$ cat src/rtl/q_meter.sv
// Resonator Q meter: excites the resonator, then counts ring-down periods between envelope thresholds.
// Optional feature macro Q_METER_AVERAGE_EN: four back-to-back measurements per start, averaged.
module q_meter #(
  parameter int unsigned BUS_WIDTH  = 10,
  parameter int unsigned EXC_CYCLES = 16,
  parameter int unsigned TIMEOUT    = 4095
) (
  input  logic                 clk,
  input  logic                 rst,
  input  logic                 start,
  input  logic                 osc_in,
  input  logic                 env_hi,
  input  logic                 env_lo,
  output logic                 excite,
  output logic                 busy,
  output logic                 ready,
  output logic                 timeout,
  output logic [BUS_WIDTH-1:0] q_measured
);

  localparam int unsigned TW = $clog2(TIMEOUT + 1);
  localparam int unsigned EW = $clog2(EXC_CYCLES + 1);
  localparam logic [TW-1:0] TO_LAST  = TW'(TIMEOUT - 1);
  localparam logic [EW-1:0] EXC_LAST = EW'(EXC_CYCLES - 1);
  localparam logic [BUS_WIDTH-1:0] CNT_MAX = '1;

  typedef enum logic [2:0] {IDLE, EXCITE, WAIT_HI, COUNT, DONE} state_t;

  state_t               state_q, state_d;
  logic [2:0]           sync1_q, sync1_d, sync2_q, sync2_d;
  logic                 osc_prev_q, osc_prev_d;
  logic [EW-1:0]        exc_cnt_q, exc_cnt_d;
  logic [BUS_WIDTH-1:0] per_cnt_q, per_cnt_d;
  logic [TW-1:0]        to_cnt_q, to_cnt_d;
  logic                 excite_q, excite_d, busy_q, busy_d;
  logic                 ready_q, ready_d, timeout_q, timeout_d;
  logic [BUS_WIDTH-1:0] q_q, q_d;
  logic                 osc_rise, env_hi_s, env_lo_s, active;
`ifdef Q_METER_AVERAGE_EN
  logic [BUS_WIDTH+1:0] sum_q, sum_d, sum_next;
  logic [1:0]           sub_q, sub_d;
`endif

  // Synchronizer bit order: {osc, env_hi, env_lo}
  assign sync1_d    = {osc_in, env_hi, env_lo};
  assign sync2_d    = sync1_q;
  assign osc_prev_d = sync2_q[2];
  assign osc_rise   = sync2_q[2] & ~osc_prev_q;
  assign env_hi_s   = sync2_q[1];
  assign env_lo_s   = sync2_q[0];
  assign active     = (state_q == EXCITE) || (state_q == WAIT_HI) || (state_q == COUNT);

  always_comb begin
    state_d   = state_q;
    exc_cnt_d = exc_cnt_q;
    per_cnt_d = per_cnt_q;
    to_cnt_d  = to_cnt_q;
    excite_d  = excite_q;
    ready_d   = ready_q;
    timeout_d = timeout_q;
    q_d       = q_q;
`ifdef Q_METER_AVERAGE_EN
    sum_d     = sum_q;
    sub_d     = sub_q;
    sum_next  = sum_q + {2'b00, per_cnt_q};
`endif
    if (active) to_cnt_d = to_cnt_q + 1'b1;

    case (state_q)
      IDLE, DONE: begin
        if (start) begin
          state_d   = EXCITE;
          excite_d  = 1'b1;
          ready_d   = 1'b0;
          timeout_d = 1'b0;
          exc_cnt_d = '0;
          per_cnt_d = '0;
          to_cnt_d  = '0;
`ifdef Q_METER_AVERAGE_EN
          sum_d     = '0;
          sub_d     = '0;
`endif
        end
      end
      EXCITE: begin
        if (osc_rise) begin
          if (exc_cnt_q == EXC_LAST) begin
            state_d  = WAIT_HI;
            excite_d = 1'b0;
          end else begin
            exc_cnt_d = exc_cnt_q + 1'b1;
          end
        end
      end
      WAIT_HI: begin
        if (!env_hi_s) state_d = COUNT;
      end
      COUNT: begin
        if (!env_lo_s) begin
`ifdef Q_METER_AVERAGE_EN
          if (sub_q == 2'd3) begin
            state_d = DONE;
            ready_d = 1'b1;
            q_d     = sum_next[BUS_WIDTH+1:2];
          end else begin
            // Chain straight into the next sub-measurement with fresh counters
            sub_d     = sub_q + 1'b1;
            sum_d     = sum_next;
            state_d   = EXCITE;
            excite_d  = 1'b1;
            exc_cnt_d = '0;
            per_cnt_d = '0;
            to_cnt_d  = '0;
          end
`else
          state_d = DONE;
          ready_d = 1'b1;
          q_d     = per_cnt_q;
`endif
        end else if (osc_rise && (per_cnt_q != CNT_MAX)) begin
          per_cnt_d = per_cnt_q + 1'b1;
        end
      end
      default: state_d = IDLE;
    endcase

    // Timeout overrides whatever the state logic chose this cycle
    if (active && (to_cnt_q == TO_LAST)) begin
      state_d   = DONE;
      excite_d  = 1'b0;
      ready_d   = 1'b1;
      timeout_d = 1'b1;
      q_d       = '1;
    end

    busy_d = (state_d == EXCITE) || (state_d == WAIT_HI) || (state_d == COUNT);
  end

  always_ff @(posedge clk or posedge rst) begin
    if (rst) begin
      state_q    <= IDLE;
      sync1_q    <= '0;
      sync2_q    <= '0;
      osc_prev_q <= 1'b0;
      exc_cnt_q  <= '0;
      per_cnt_q  <= '0;
      to_cnt_q   <= '0;
      excite_q   <= 1'b0;
      busy_q     <= 1'b0;
      ready_q    <= 1'b0;
      timeout_q  <= 1'b0;
      q_q        <= '0;
`ifdef Q_METER_AVERAGE_EN
      sum_q      <= '0;
      sub_q      <= '0;
`endif
    end else begin
      state_q    <= state_d;
      sync1_q    <= sync1_d;
      sync2_q    <= sync2_d;
      osc_prev_q <= osc_prev_d;
      exc_cnt_q  <= exc_cnt_d;
      per_cnt_q  <= per_cnt_d;
      to_cnt_q   <= to_cnt_d;
      excite_q   <= excite_d;
      busy_q     <= busy_d;
      ready_q    <= ready_d;
      timeout_q  <= timeout_d;
      q_q        <= q_d;
`ifdef Q_METER_AVERAGE_EN
      sum_q      <= sum_d;
      sub_q      <= sub_d;
`endif
    end
  end

  assign excite     = excite_q;
  assign busy       = busy_q;
  assign ready      = ready_q;
  assign timeout    = timeout_q;
  assign q_measured = q_q;

endmodule
$ cat config.mk
export PLATFORM = sky130hd
export DESIGN_NAME = q_meter
export DESIGN_NICKNAME = d
export VERILOG_FILES = /design/src/rtl/q_meter.sv
export SDC_FILE = /design/constraint.sdc
export NUM_CORES = 1
export LEC_CHECK = 0
export ABC_AREA = 1
export CAP_MARGIN = 10
export CORE_MARGIN = 2
export CORE_UTILIZATION = 61
export CTS_CLUSTER_DIAMETER = 100
export DETAILED_ROUTE_END_ITERATION = 8
export GPL_TIMING_DRIVEN = 0
export PLACE_DENSITY = 0.92
export SYNTH_ARGS = -nofsm -noshare
export SYNTH_HDL_FRONTEND = slang
export SYNTH_SLANG_ARGS = --single-unit
$ cat constraint.sdc
create_clock -name clk -period 2.85 [get_ports clk]
set_input_delay 0.57 -clock clk [delete_from_list [all_inputs] [get_ports clk]]
set_output_delay 0.57 -clock clk [all_outputs]
set_load 0.01 [all_outputs]
==> flow_summary.json, run 1 <==
{
  "flip_flop_and_latch_count_after_synthesis": 51,
  "root_buffer": "clkbuf_8",
  "critPathRequiredTime_ps": 2280,
  "critical_path.n_buffers_inverters": 1,
  "post-route-period-util_pct": 63.1,
  "via_count_normalized_by_instance_count": 5.35,
  "synth_flop_cell": "dfrtp_1",
  "r2r_setup_slack_ps": 1200,
  "netlist.top_cell.by_area": "dfrtp_1",
  "post_cts_resize_count": 0,
  "h-tree-depth": 2,
  "total_power_w": 0.00192,
  "synth_common_cells": "nand2_1 (96), dfrtp_1 (51), nor2_1 (36), inv_1 (31), nand3_1 (21)",
  "hp-class": "flip-flop to flip-flop",
  "synth-seq-area-share_pct": 50.0,
  "int_power_w": 0.00132,
  "non_filler_cells_final": 391,
  "coreArea_um2": 4030,
  "power_switching_w": 0.000601,
  "report.final.slew_viol_count": 0,
  "clk_transition_reported_paths_ps": 90,
  "synth.most_common_cell": "nand2_1",
  "grt_usage_pct": 24.2,
  "timing.critical_path.arrival_ps": 1230,
  "timing.setup.tns_ps": 0,
  "die_w_um": 68.7,
  "synth_cell_types": 30,
  "met3WireLength_um": 229,
  "diodes": 0,
  "synth_top_family_by_area": "simple AND/OR/NAND/NOR gates",
  "fin_nets": 352,
  "synth.mux.area_fraction_pct": 0,
  "synth_edf_count": 0,
  "max-clock-path-buffers": 2,
  "worst_r2r_endpoint": "exc_cnt_q[2]",
  "gpl.final_weighted_congestion": 0.904,
  "r2r-start": "exc_cnt_q[0]",
  "boundaryPins": 20,
  "synthesis.area_per_instance_um2": 8.13,
  "globalRoute.totalOverflow": 0,
  "avgRoutedWirePerCell_um": 13.0,
  "cellLeakagePower_nw": 1.43,
  "antenna_found_initial": 0,
  "synthAdderAreaFrac_pct": 2.45,
  "remaining_drc_errors": 0,
  "dieArea_um2": 4720,
  "rows": 23,
  "post-route-util_pct": 72.7,
  "hold_path_depth": 0,
  "synth_compound_gate_area_share_pct": 8.33,
  "critical-path-top-delay-family": "buffers and inverters",
  "area.growth.synth_to_final_pct": 14.7,
  "grt_max_degree": 29,
  "tritoncts": "yes",
  "power.density_nw_per_um2": 656,
  "largest_stage_delay_on_the_critical_path_ps": 550,
  "synth_area_um2": 2550,
  "drtPass1Iterations": 4,
  "worstHoldEndpoint": "sync2_q[0]",
  "routed_wirelength_mm": 5.08,
  "grt_pass1_vias": 1876,
  "detail_route.wirelength.met1_mm": 2.39,
  "worst_skew_pair.late_latency_ps": 310,
  "sequential_share_of_power_pct": 50.5,
  "status": "finished, final reports clean",
  "number_of_cells_on_the_critical_path": 1,
  "worst-r2r-cell-count": 9,
  "total_via_count_in_the_routed_design": 2090,
  "slew_headroom_pct": 65.1,
  "postSynth.asyncResetShare_pct": 100,
  "clock_skew_ps": 12.5,
  "synth.yosys.warnings": 0,
  "postSynthCellCount": 314,
  "synth_largest_type_area_fraction_pct": 50.0,
  "start_util_pct": 63.4,
  "critPathSlowestCell": "clkdlybuf4s50_1",
  "dr.first_iter.drc_count": 263,
  "finalHoldViolCount": 0,
  "min-delay-start": "sync1_q[0]",
  "cp_cell_sequence": "clkdlybuf4s50_1",
  "top_signal_layer_used": "met4",
  "max_clock_freq_mhz": 556,
  "wl_met2_mm": 2.37,
  "p_sw_share_pct": 31.3,
  "drtAntennaViolNets": 0,
  "drive_gt1_share_pct": 9.68,
  "rsz0062_at_grt": "false",
  "critPathMaxFanout": 2,
  "setup_viol": 0,
  "grt_pass1_wl_mm": 8.42,
  "clock_power_share_pct": 25.1,
  "vdd.ir_drop.worst_mv": 0.382,
  "endpoint_kind": "output pin",
  "critical_path.startpoint_type": "flip-flop",
  "synth.top_cells.by_area": "dfrtp_1 (50%), nand2_1 (14%), nor2_1 (5.3%), inv_1 (4.6%), nand3_1 (4.1%)",
  "numClockSinks": 51,
  "die_height_um": 68.7,
  "port_buffers": 19,
  "finalWorstPathRequiredPeriod_ps": 1800,
  "pwr-share-comb_pct": 24.4,
  "cts_buffers": 5,
  "criticalPathCategory": "flip-flop to output pin",
  "timing_worst_slew_pin_value_ps": 522,
  "max-cap-violations": 0,
  "synth_nets": 325,
  "hpwlAfterDp_mm": 3.71,
  "cts_post_setup_buffers_inserted": 0,
  "ctsHoldBuffers": 0,
  "yosys.area_share.xor_xnor_pct": 1.03,
  "synthSimpleGateAreaFrac_pct": 31.9,
  "dpl.cell_count": 384
}
[cells by family (layout without fill, tap and decap cells)]
family,after synthesis,after routing
AND/OR/NAND/NOR,180,180
flip-flops,51,51
buffers and inverters,40,67
AO/OA/AOI/OAI,35,35
adder cells (fa/ha/maj),5,5
XOR/XNOR,3,3
[through the flow]
step / setup WS, ps / hold slack, ps / instance area, µm²
after floorplan: 1050 / 331 / 2550
after global placement: 180 / 334 / 2810
after detailed placement: 964 / 338 / 2830
after CTS: 1030 / 356 / 2930
after global routing: 996 / 362 / 2930
final: 1050 / 354 / 2930
[worst max path at each step]
stage | from | endpoint
after floorplan | rst | busy
after global placement | rst | to_cnt_q[5]
after detailed placement | start | exc_cnt_q[3]
after CTS | q_measured[4] | q_measured[4]
after global routing | q_measured[2] | q_measured[2]
final | q_measured[4] | q_measured[4]
[metal layers]
layer,track usage [%],up-vias
met5,0,-
met4,11.5,0
met3,3.90,8
met2,36.9,56
met1,33.7,965
li1,-,1061
[cells in the final DEF (no fill, tap or decap), types with 2 or more instances in the layout]
| cell | count |
|---|---|
| o211ai_1 | 6 |
| ha_1 | 5 |
| nor2_1 | 36 |
| o21ai_0 | 5 |
| nand2_2 | 3 |
| nor3_1 | 3 |
| inv_2 | 6 |
| a21oi_1 | 12 |
| nand4_1 | 8 |
| nor2_4 | 3 |
| xor2_1 | 2 |
| inv_1 | 30 |
| o21ai_1 | 7 |
| nand2_1 | 96 |
| clkbuf_8 | 5 |
| nand3_1 | 21 |
| dfrtp_1 | 51 |
| nor2_2 | 3 |
| buf_2 | 3 |
| clkdlybuf4s50_1 | 19 |
| nor3b_1 | 2 |
| nand2_4 | 2 |
[cell type report]
| cell class | instances | area, µm² |
|---|---|---|
| repair buffers | 20 | 210 |
| clock buffers | 6 | 72.6 |
| inverters | 36 | 135 |
| multi-input cells | 223 | 1120 |
| plain buffers | 4 | 26.3 |
| flip-flops and latches | 51 | 1280 |
| well taps | 50 | 62.6 |
| clock inverters | 1 | 30.0 |
| fillers | 315 | 1100 |
[power groups by stage]
stage          registers, W  clock network (W)  logic [W]
2_1_floorplan      0.000972                  0   0.000316
3_3_place_gp       0.000976                  0   0.000438
3_5_place_dp       0.000983                  0   0.000469
4_1_cts            0.000970           0.000490   0.000472
5_1_grt            0.000989           0.000522   0.000531
6_report           0.000970           0.000483   0.000468
[state kept, by name, indices dropped and copies added, names as in the netlist]
register / cells
sync1_q: 3
exc_cnt_q: 5
state_q: 3
excite: 1
osc_prev_q: 1
q_measured: 10
busy: 1
timeout: 1
sync2_q: 3
ready: 1
per_cnt_q: 10
to_cnt_q: 12
(Power assumes the default switching activity.)
==> run 2: changes to the inputs <==
--- a/config.mk
+++ b/config.mk
@@ -8,11 +8,11 @@
 export ABC_AREA = 1
 export CAP_MARGIN = 10
 export CORE_MARGIN = 2
-export CORE_UTILIZATION = 61
+export CORE_UTILIZATION = 58
 export CTS_CLUSTER_DIAMETER = 100
 export DETAILED_ROUTE_END_ITERATION = 8
 export GPL_TIMING_DRIVEN = 0
-export PLACE_DENSITY = 0.92
+export PLACE_DENSITY = 0.88
 export SYNTH_ARGS = -nofsm -noshare
 export SYNTH_HDL_FRONTEND = slang
 export SYNTH_SLANG_ARGS = --single-unit
==> constraint.sdc (replaced) <==
create_clock -name clk -period 1.8 [get_ports clk]
set_input_delay 0.36 -clock clk [delete_from_list [all_inputs] [get_ports clk]]
set_output_delay 0.36 -clock clk [all_outputs]
set_load 0.01 [all_outputs]
==> run 2 against run 1 <==
Final cell count grew 0.77%. Sequential cell count is the same. Critical path type is now flip-flop to flip-flop. Cell area shrank 0.17%. First-iteration DRC count shrank 38%. Critical path depth grew 7.
==> flow_summary.json, run 2 (synthesis results as in run 1) <==
{
  "die_w_um": 70.4,
  "grt_pass1_vias": 1966,
  "coreArea_um2": 4290,
  "routed_wirelength_mm": 4.87,
  "numClockSinks": 51,
  "report.final.slew_viol_count": 0,
  "postLayoutSetupSlackWorst_ps": 138,
  "filler_cell_count": 363,
  "cts_buffers": 5,
  "layout.cells.most_common_list": "nand2_1 (96), dfrtp_1 (51), nor2_1 (35)",
  "drive_gt1_share_pct": 10.2,
  "dieArea_um2": 4950,
  "final_common_cell": "nand2_1",
  "crit_start": "exc_cnt_q[0]",
  "criticalPathCategory": "flip-flop to flip-flop",
  "root_buffer": "clkbuf_8",
  "dr.first_iter.drc_count": 163,
  "die_height_um": 70.4,
  "final_area_um2": 2920,
  "worst_r2r_endpoint": "exc_cnt_q[0]",
  "start_util_pct": 59.5,
  "sequential_cell_area_um2": 1280,
  "critPathSlowestCell": "dfrtp_1",
  "gpl.final_weighted_congestion": 0.883,
  "tritoncts": "yes",
  "max_clock_freq_mhz": 602,
  "min-delay-start": "sync1_q[0]",
  "largest_stage_delay_on_the_critical_path_ps": 440,
  "boundaryPins": 20,
  "power.density_nw_per_um2": 1010,
  "hp-class": "flip-flop to flip-flop",
  "postPlaceCellArea_um2": 2830,
  "timing.setup.tns_ps": 0,
  "drtAntennaViolNets": 0,
  "clock_skew_ps": 15.8,
  "clk_transition_reported_paths_ps": 90,
  "area.growth.synth_to_final_pct": 14.5,
  "finalWorstPathRequiredPeriod_ps": 1660,
  "fin_nets": 352,
  "endpoint_kind": "flip-flop",
  "globalRoute.totalOverflow": 0,
  "max-cap-violations": 0,
  "top_register": "to_cnt_q",
  "critPathRequiredTime_ps": 1980,
  "vdd.ir_drop.worst_mv": 0.638,
  "grt_max_degree": 32,
  "largest_reg_flops": 12,
  "critical_path.startpoint_type": "flip-flop",
  "cts_post_setup_buffers_inserted": 0,
  "r2r_setup_slack_ps": 140,
  "max-clock-path-buffers": 2,
  "rows": 24,
  "critPathMaxFanout": 7,
  "r2r-start": "exc_cnt_q[0]",
  "timing.critical_path.arrival_ps": 1840,
  "worst-r2r-cell-count": 8,
  "via_count_normalized_by_instance_count": 5.28,
  "multi_input_comb_area_um2": 1130,
  "worst_skew_pair.late_latency_ps": 310,
  "remaining_drc_errors": 0,
  "place_ws_ps": 107,
  "hpwlAfterDp_mm": 3.52,
  "cp_cell_sequence": "ha_1, nand2_1, nor2_1, ha_1, inv_1, nand2_1, a21oi_4, a21oi_1",
  "avgRoutedWirePerCell_um": 12.4,
  "post-route-period-util_pct": 92.3,
  "h-tree-depth": 2,
  "status": "finished, final reports clean",
  "cellLeakagePower_nw": 1.42,
  "grt_usage_pct": 21.5,
  "setup_viol": 0,
  "finalHoldViolCount": 0,
  "drtPass1Iterations": 4,
  "total_via_count_in_the_routed_design": 2079,
  "timing_worst_slew_pin_value_ps": 460,
  "worstSetupEndpoint": "exc_cnt_q[0]",
  "slew_headroom_pct": 69.3,
  "antenna_found_initial": 0,
  "diodes": 0,
  "port_buffers": 19,
  "grt_pass1_wl_mm": 8.48
}
run 2: how the worst min path moves through the flow:
stage	to	slack [ps]	cells past startpoint
final	sync2_q[0]	350	0
after CTS	sync2_q[0]	350	0
after global placement	sync2_q[1]	330	0
after global routing	sync2_q[0]	360	0
after detailed placement	sync2_q[0]	340	0
after floorplan	sync2_q[0]	330	0
run 2: critical path, delay by kind of cell (launching register included):
family / cells / cell delay, ps
adder cells (fa/ha/maj): 2 / 430
AO/OA/AOI/OAI: 2 / 380
flip-flops: 1 / 440
buffers and inverters: 1 / 50
AND/OR/NAND/NOR: 3 / 250
run 2: per-stage QoR:
stage	instances	utilization [%]	hold WS [ps]	total power, W
global route	394	68.1	362	0.00314
detailed placement	386	65.9	336	0.00230
global placement	385	65.4	333	0.00224
CTS	394	67.9	355	0.00295
finish	394	68.1	353	0.00294
floorplan	314	-	331	0.00204
run 2: repair_timing:
action / 4_1_cts / 5_1_grt
setup endpoints to repair: 0 / 3
hold buffers: 0 / 0
resized for setup: 0 / 2
run 2: where the power goes:
part | switching [W] | leakage [nW] | internal, W | total [W]
clock | 0.000376 | 0.0412 | 0.000272 | 0.000648
combinational | 0.000413 | 0.725 | 0.000332 | 0.000745
sequential | 0.000191 | 0.655 | 0.00135 | 0.00155
total | 0.000980 | 1.42 | 0.00196 | 0.00294
run 2: routing by layer:
layer	share of wire, %	GRT usage, %	wire [µm]	up-vias
li1	-	-	-	1062
met1	49	30.5	2390	971
met2	46	31.9	2220	41
met3	4.2	4.62	206	5
met4	1.0	9.19	50	0
met5	0	0	0	-
run 2: final cells by class:
type / instances / share of cell area, %
well taps: 52 / 2.23
clock inverters: 2 / 0.428
plain buffers: 4 / 0.899
flip-flops and latches: 51 / 43.6
inverters: 36 / 4.62
multi-input cells: 223 / 38.5
repair buffers: 20 / 7.19
clock buffers: 6 / 2.48
==> run 3: changes to the inputs <==
--- a/config.mk
+++ b/config.mk
@@ -8,11 +8,13 @@
 export ABC_AREA = 1
 export CAP_MARGIN = 10
 export CORE_MARGIN = 2
-export CORE_UTILIZATION = 58
+export CORE_UTILIZATION = 60
+export CTS_BUF_LIST = sky130_fd_sc_hd__clkbuf_4 sky130_fd_sc_hd__clkbuf_8
 export CTS_CLUSTER_DIAMETER = 100
 export DETAILED_ROUTE_END_ITERATION = 8
 export GPL_TIMING_DRIVEN = 0
-export PLACE_DENSITY = 0.88
+export HOLD_SLACK_MARGIN = 0.03
+export PLACE_DENSITY = 0.91
 export SYNTH_ARGS = -nofsm -noshare
 export SYNTH_HDL_FRONTEND = slang
 export SYNTH_SLANG_ARGS = --single-unit
==> run 3 against run 2 <==
Register-to-register slack worse by 20 ps. Cell area is 0.94% higher. Power is 6.5% higher. Utilization is 4.6 points higher. Largest cell class unchanged. Highest routed layer unchanged.
==> flow_summary.json, run 3 (synthesis results as in run 1) <==
{
  "status": "finished, final reports clean",
  "cellLeakagePower_nw": 1.44,
  "antenna_found_initial": 0,
  "top_register": "to_cnt_q",
  "gpl.final_weighted_congestion": 0.911,
  "drive_gt1_share_pct": 10.2,
  "via_count_normalized_by_instance_count": 5.68,
  "vdd.ir_drop.worst_mv": 0.724,
  "postPlaceCellArea_um2": 2830,
  "avgRoutedWirePerCell_um": 13.8,
  "dr.first_iter.drc_count": 213,
  "clk_transition_reported_paths_ps": 90,
  "critPathRequiredTime_ps": 2040,
  "setup_viol": 0,
  "rows": 23,
  "met3WireLength_um": 333,
  "timing.setup.tns_ps": 0,
  "endpoint_kind": "flip-flop",
  "report.final.slew_viol_count": 0,
  "criticalPathCategory": "flip-flop to flip-flop",
  "grt_pass1_vias": 2123,
  "coreArea_um2": 4060,
  "routed_wirelength_mm": 5.40,
  "min-delay-start": "sync1_q[1]",
  "place_ws_ps": 101,
  "worstHoldEndpoint": "sync2_q[1]",
  "timing_worst_slew_pin_value_ps": 499,
  "hold_path_depth": 0,
  "largest_reg_flops": 12,
  "drtPass1Iterations": 6,
  "detail_route.wirelength.met1_mm": 2.37,
  "worst_r2r_endpoint": "per_cnt_q[0]",
  "boundaryPins": 20,
  "slew_headroom_pct": 66.7,
  "grt_pass1_wl_mm": 9.51,
  "post-route-period-util_pct": 93.6,
  "start_util_pct": 62.9,
  "grt_usage_pct": 24.6,
  "die_w_um": 69.2,
  "cts_post_setup_buffers_inserted": 0,
  "final_area_um2": 2950,
  "layout.cells.most_common_list": "nand2_1 (96), dfrtp_1 (51), nor2_1 (36)",
  "critical_path.startpoint_type": "flip-flop",
  "wl_met2_mm": 2.57,
  "globalRoute.totalOverflow": 0,
  "post-route-util_pct": 72.7,
  "finalHoldViolCount": 0,
  "grt_max_degree": 30,
  "cts_buffers": 5,
  "clock_skew_ps": 9.52,
  "hpwlAfterDp_mm": 3.66,
  "dieArea_um2": 4790,
  "r2r_setup_slack_ps": 120,
  "total_via_count_in_the_routed_design": 2225,
  "area.growth.synth_to_final_pct": 15.6,
  "diodes": 0,
  "worst-r2r-cell-count": 9,
  "power.density_nw_per_um2": 1060,
  "die_height_um": 69.2,
  "worst_skew_pair.late_latency_ps": 310,
  "r2r-start": "per_cnt_q[1]",
  "max-clock-path-buffers": 2,
  "drtAntennaViolNets": 0,
  "port_buffers": 19,
  "numClockSinks": 51,
  "top_signal_layer_used": "met4",
  "rsz0062_at_grt": "false",
  "max-cap-violations": 0,
  "ctsHoldBuffers": 0,
  "post_cts_resize_count": 0,
  "fin_nets": 352,
  "root_buffer": "clkbuf_8",
  "postLayoutSetupSlackWorst_ps": 115,
  "finalWorstPathRequiredPeriod_ps": 1680,
  "h-tree-depth": 2,
  "max_clock_freq_mhz": 594,
  "tritoncts": "yes",
  "hp-class": "flip-flop to flip-flop",
  "critPathMaxFanout": 10,
  "timing.critical_path.arrival_ps": 1930,
  "total_power_w": 0.00313,
  "remaining_drc_errors": 0,
  "final_common_cell": "nand2_1"
}
[run 3: changes by cell type in the layout (fill, tap and decap cells not counted)]
| cell | previous run | this run |
|---|---|---|
| nor2_1 | 35 | 36 |
| clkbuf_1 | 1 | 0 |
| bufinv_16 | 0 | 1 |
| clkbuf_8 | 5 | 6 |
| nor2_2 | 4 | 3 |
| clkinvlp_4 | 1 | 0 |
[run 3: per-stage QoR]
step	instances	hold slack (ps)
floorplan	314	331
global placement	383	333
detailed placement	384	337
CTS	392	359
global route	392	362
finish	392	357
[run 3: worst max path at each step]
stage / slack, ps / startpoint / endpoint / cells after the start
CTS: 100 / exc_cnt_q[0] / exc_cnt_q[3] / 9
global placement: -690 / rst / to_cnt_q[5] / 2
finish: 120 / per_cnt_q[1] / per_cnt_q[0] / 9
detailed placement: 100 / start / exc_cnt_q[3] / 7
floorplan: 210 / rst / busy / 1
global route: 10 / exc_cnt_q[0] / exc_cnt_q[3] / 9
[run 3: per-layer routing]
layer | track usage [%] | vias up
met5 | 0 | -
met4 | 9.59 | 0
met3 | 5.67 | 22
met2 | 39.1 | 94
met1 | 32.8 | 1055
li1 | - | 1054
[run 3: worst max-delay path: stages, from the launching register on]
cell,delay (ps)
dfrtp_1,450
ha_1,200
nand2_1,120
nor2_2,190
nand3_1,150
nand2_4,110
nand2_2,80
nand2_4,130
nand2_1,80
nand2_1,90
[run 3: where the power goes]
group / switching (W) / internal [W] / leakage [nW]
registers: 0.000183 / 0.00135 / 0.655
logic: 0.000418 / 0.000331 / 0.725
clock network: 0.000394 / 0.000450 / 0.0612
total: 0.000995 / 0.00214 / 1.44
[run 3: cell type report]
cell class | count | area (µm²)
well taps | 50 | 62.6
plain buffers | 4 | 26.3
fillers | 293 | 1110
clock inverters | 2 | 35.0
inverters | 36 | 135
multi-input cells | 223 | 1120
repair buffers | 20 | 210
flip-flops and latches | 51 | 1280
clock buffers | 6 | 82.6
==> patch 1, RTL diff (flow settings as in run 3) <==
`BUS_WIDTH`: 10 -> 14.
--- a/src/rtl/q_meter.sv
+++ b/src/rtl/q_meter.sv
@@ -1,7 +1,7 @@
 // Resonator Q meter: excites the resonator, then counts ring-down periods between envelope thresholds.
 // Optional feature macro Q_METER_AVERAGE_EN: four back-to-back measurements per start, averaged.
 module q_meter #(
-  parameter int unsigned BUS_WIDTH  = 10,
+  parameter int unsigned BUS_WIDTH  = 14,
   parameter int unsigned EXC_CYCLES = 16,
   parameter int unsigned TIMEOUT    = 4095
 ) (
Interface: changed (resized q_measured); port bits go from 20 to 24. The function was not compared with the original's and may differ.
==> patch 1 against run 3 <==
Sequential power increased by 9.7%; synthesized area up 20%; die area is 19% higher; sequential share of layout area down 2.8 points; highest routed layer unchanged; critical endpoint is now per_cnt_q[10]; clock skew shrank 2.9 ps; final cell count is 23% higher; total power grew 17%; critical path depth is 1 higher; routed wire length grew 23%; final area rose by 24%; setup slack worse by 22 ps; sequential cell count rose by 8; synthesized cell count up 18%.
==> patch 1: results (changes against run 3) <==
- The pre-CTS setup slack is 54.5 ps (-46.5 ps).
- The width of the die came to 75.4 um (+8.9%).
- By area the synthesized netlist is led by sky130_fd_sc_hd__dfrtp_1 (48%), sky130_fd_sc_hd__nand2_1 (12%), sky130_fd_sc_hd__nor2_1 (6.4%).
- The number of detailed-route iterations in the first pass is 4 (-2).
- The met2 track utilization from global routing is 44.8% (+5.7 points).
- The post-detailed-placement cell area is 3370 um^2 (+19%).
- The placed wire-length estimate is 4570 um (+25%).
- The logic depth of the worst register-to-register path is 10 (+1).
- The run finished with clean final reports.
- The global-route wire length before repair is 10,800 um (+13%).
- The maximum fanout along the worst path was 10 (unchanged).
- The first-iteration detailed-routing DRC count is 180 (-15%).
- The proportion of synthesized chip area in sequential cells is 48.3% (-1.7 points).
- The average vias per placed instance was 5.54 (-2.5%).
- The clock latency at the later pin of the worst-skew pair is 340 ps (+30 ps).
- The internal power consumption is 2.54 mW (+19%).
- The clock tree skew after final layout is 6.64 ps (-2.88 ps).
- The total clock buffers created by CTS is 9 (+4).
- The critical path arrival was 1980 ps (+50 ps).
- The path class of the tightest hold or removal check is input pin to async pin.
- The global-route usage over all layers came to 25.6% (+1.1 points).
- The slew at the pin closest to its max-slew limit is 446 ps (-52.5 ps).
- The met1 layer usage reported by global route is 29.5% (-3.3 points).
- The number of buffer cells added on primary ports was 23 (+4).
- The peak per-stage delay on the critical path came to 420 ps (-30 ps).
- The final estimated routing congestion in global placement was 0.904 (-0.70%).
- The count of H-tree levels built during CTS was 3 (+1).
- The number of global-route vias before repair was 2,487 (+17%).
- The register clock-pin slew on the reported worst setup and hold paths is 70 ps (-20 ps).
- The maximum number of pins on one net before global-route repair is 60 (+100%).
- The peak supply drop was 668 uV (-7.7%).
- The number of nets in the finished design is 422 (+20%).
- The number of nets produced by synthesis is 382 (+18%).
- The reported leakage power is 1.68 nW (+17%).
- The count of unique library cells instantiated by Yosys is 34 (+13%).
- The met3 usage is 9.52% (+3.9 points).
- Sorting the synthesized cells by how often they occur yields sky130_fd_sc_hd__nand2_1 (98), sky130_fd_sc_hd__dfrtp_1 (59), sky130_fd_sc_hd__nor2_1 (52), sky130_fd_sc_hd__nand3_1 (37), sky130_fd_sc_hd__inv_1 (32).
- The fraction of final layout cells with drive strength greater than 1 is 14.2% (+3.9 points).
- The average wire per cell in the routed design is 13.8 um (+0.14%).
[patch 1: worst paths after layout]
path                       slack (ps)    startpoint            end
setup / recovery                   90  per_cnt_q[1]  per_cnt_q[10]
hold / removal                    330           rst  q_measured[1]
setup reg to reg                   90  per_cnt_q[1]  per_cnt_q[10]
hold reg to reg                   350    sync1_q[0]     sync2_q[0]
max in group asynchronous         950           rst   per_cnt_q[4]
min in group clk                  350    sync1_q[0]     sync2_q[0]
[patch 1: metal layers]
layer | share of wire (%) | routed length [um] | vias up
met2 | 52 | 3460 | 77
met1 | 42 | 2790 | 1296
met3 | 5.0 | 331 | 13
li1 | - | - | 1288
met5 | 0 | 0 | -
met4 | 1.1 | 76 | 0
[patch 1: timing repair]
action,4_1_cts,5_1_grt
endpoints found under the setup margin,0,18
setup buffers,0,5
resized for setup,0,4
endpoints found under the hold margin,0,0
[patch 1: layout make-up]
| type | instances | area [um^2] |
|---|---|---|
| Fill cell | 340 | 1170 |
| Clock buffer | 10 | 138 |
| Multi-Input combinational cell | 269 | 1390 |
| Sequential cell | 59 | 1480 |
| Tap cell | 67 | 83.8 |
| Clock inverter | 6 | 65.1 |
| Buffer | 7 | 68.8 |
| Timing Repair Buffer | 29 | 288 |
| Inverter | 36 | 141 |
[patch 1: logic make-up after synthesis]
| group | share of synthesized area, % |
|---|---|
| adder cells (fa/ha/maj) | 2.05 |
| buffers and inverters | 6.75 |
| XOR/XNOR | 1.15 |
| AND/OR/NAND/NOR | 33.1 |
| flip-flops | 48.3 |
| AO/OA/AOI/OAI | 8.64 |
[patch 1: power groups by stage]
stage,clock [mW],combinational [mW],sequential [mW]
floorplan,0,0.506,1.70
global placement,0,0.708,1.70
detailed placement,0,0.755,1.71
CTS,1.23,0.759,1.69
global route,1.31,0.868,1.71
finish,1.21,0.763,1.69
[patch 1: metrics by stage]
stage                     hold WS [ps]  std cells
after floorplan                    331        371
after global placement             335        461
after detailed placement           336        461
after CTS                          351        477
after global routing               356        483
final                              333        483
[patch 1: worst max-delay path, delay by kind of cell (launching register included)]
family / cells / cell delay, ps
adders and majority gates: 1 / 220
buffers and inverters: 1 / 140
DFF: 1 / 420
and+or+nand+nor: 8 / 850
==> patch 2, RTL diff (config.mk and constraints of run 3) <==
Made on the original files. Reset style: synchronous (`rst`), changed in one clocked block.
--- a/src/rtl/q_meter.sv
+++ b/src/rtl/q_meter.sv
@@ -136,7 +136,7 @@
     busy_d = (state_d == EXCITE) || (state_d == WAIT_HI) || (state_d == COUNT);
   end
 
-  always_ff @(posedge clk or posedge rst) begin
+  always_ff @(posedge clk) begin
     if (rst) begin
       state_q    <= IDLE;
       sync1_q    <= '0;
Function: differs if rst is asserted again (counterexample within 4 cycles, from zero or initial values and one cycle with rst high); with rst held inactive, the same outputs for 10 cycles.
==> patch 2 against run 3 <==
Final area is 4.6% lower; fmax is 0.12% lower; sequential share of layout area is 7.0 points lower; routed wire length is 3.5% lower; sequential cell count stayed put; synthesized area is 3.2% lower; core utilization is 1.9 points lower; setup slack worse by 2.1 ps; die area is 3.1% lower; largest cell class is now multi-input combinational cells.
Power is not compared: it rests on default switching activity, and its combinational part moved more than twofold at a synthesized area within 25%.
==> patch 2: results (changes against run 3) <==
- The slew at the pin closest to its max-slew limit is 445 ps (-53.5 ps).
- The proportion of synthesized chip area in sequential cells came to 41.3% (-8.7 points).
- The placed wire-length estimate is 3790 um (+3.6%).
- The met3 usage was 4.77% (-0.90 points).
- The met2 track utilization from global routing came to 44.8% (+5.7 points).
- The clock tree skew after final layout is 7.24 ps (-2.28 ps).
- The count of unique library cells instantiated by Yosys is 34 (+13%).
- The synthesis-to-finish area growth is 13.9%.
- The area share of xor/xnor cells in the synthesized design is 2.84% (+1.8 points).
- The global-route usage over all layers is 25.5% (+0.95 points).
- The flow ran to the end, and the final reports show no timing, DRC or antenna violations.
- The maximum number of pins on one net before global-route repair is 16 (-47%).
- In this run the critical register-to-register path is launched from exc_cnt_q[0].
- The number of detailed-route iterations in the first pass came to 5 (-1).
- The final worst hold slack was 415 ps (+57.8 ps).
- The sum of met3 wire segment lengths after detailed routing is 274 um (-18%).
- The prevailing post-synth register cell is sky130_fd_sc_hd__dfxtp_1.
- The worst hold path stage count was 2 (+2).
- The path with the worst hold slack has its endpoint at sync2_q[1].
- The maximum fanout along the worst path is 6 (-4).
- The share of the synthesized area in compound gates (AO/OA/AOI/OAI) is 8.66% (+0.33 points).
- The detailed-routing wirelength on met1 is 2230 um (-5.9%).
- The number of cells after detailed placement is 417 (+8.6%).
- The number of nets produced by synthesis is 360 (+11%).
- The post-detailed-placement cell area is 2710 um^2 (-4.0%).
- sky130_fd_sc_hd__nor2_1 is the most common cell in the netlist.
- The average vias per placed instance is 5.35 (-5.8%).
- The post-synthesis average cell area came to 7.08 um^2 (-13%).
- The met2 routed wirelength is 2630 um (+2.5%).
- The number of standard cells in the layout, taps in and fillers out is 426 (+8.7%).
- The async set or reset register ratio after synthesis is 0% (-100 points).
- Sorting the synthesized cells by how often they occur yields sky130_fd_sc_hd__nor2_1 (68), sky130_fd_sc_hd__nand2_1 (66), sky130_fd_sc_hd__dfxtp_1 (51), sky130_fd_sc_hd__inv_1 (39), sky130_fd_sc_hd__nand3_1 (36).
- The critical path arrival is 1870 ps (-60 ps).
[patch 2: cells by family after synthesis]
group | Yosys count
buffers and inverters | 53
XOR/XNOR | 8
adder cells (fa/ha/maj) | 5
flip-flops | 51
AO/OA/AOI/OAI | 39
AND/OR/NAND/NOR | 193
[patch 2: worst max-delay path: stages, from the launching register on]
cell and delay, ps:
sky130_fd_sc_hd__dfxtp_1 340, sky130_fd_sc_hd__ha_1 230, sky130_fd_sc_hd__and3_1 200, sky130_fd_sc_hd__ha_1 210, sky130_fd_sc_hd__inv_1 110, sky130_fd_sc_hd__nand4_4 130, sky130_fd_sc_hd__nand2_4 130, sky130_fd_sc_hd__nor2_1 50
sky130_fd_sc_hd__nor2_1 110, sky130_fd_sc_hd__nor2_1 60
[patch 2: area by class of cell]
cell class / count / share of cell area (%)
clock inverter: 2 / 0.444
buffer: 9 / 2.00
sequential: 51 / 36.3
inverter: 44 / 5.87
timing repair buffer: 19 / 6.67
clock buffer: 6 / 2.71
multi-input combinational: 245 / 43.8
tap: 50 / 2.22
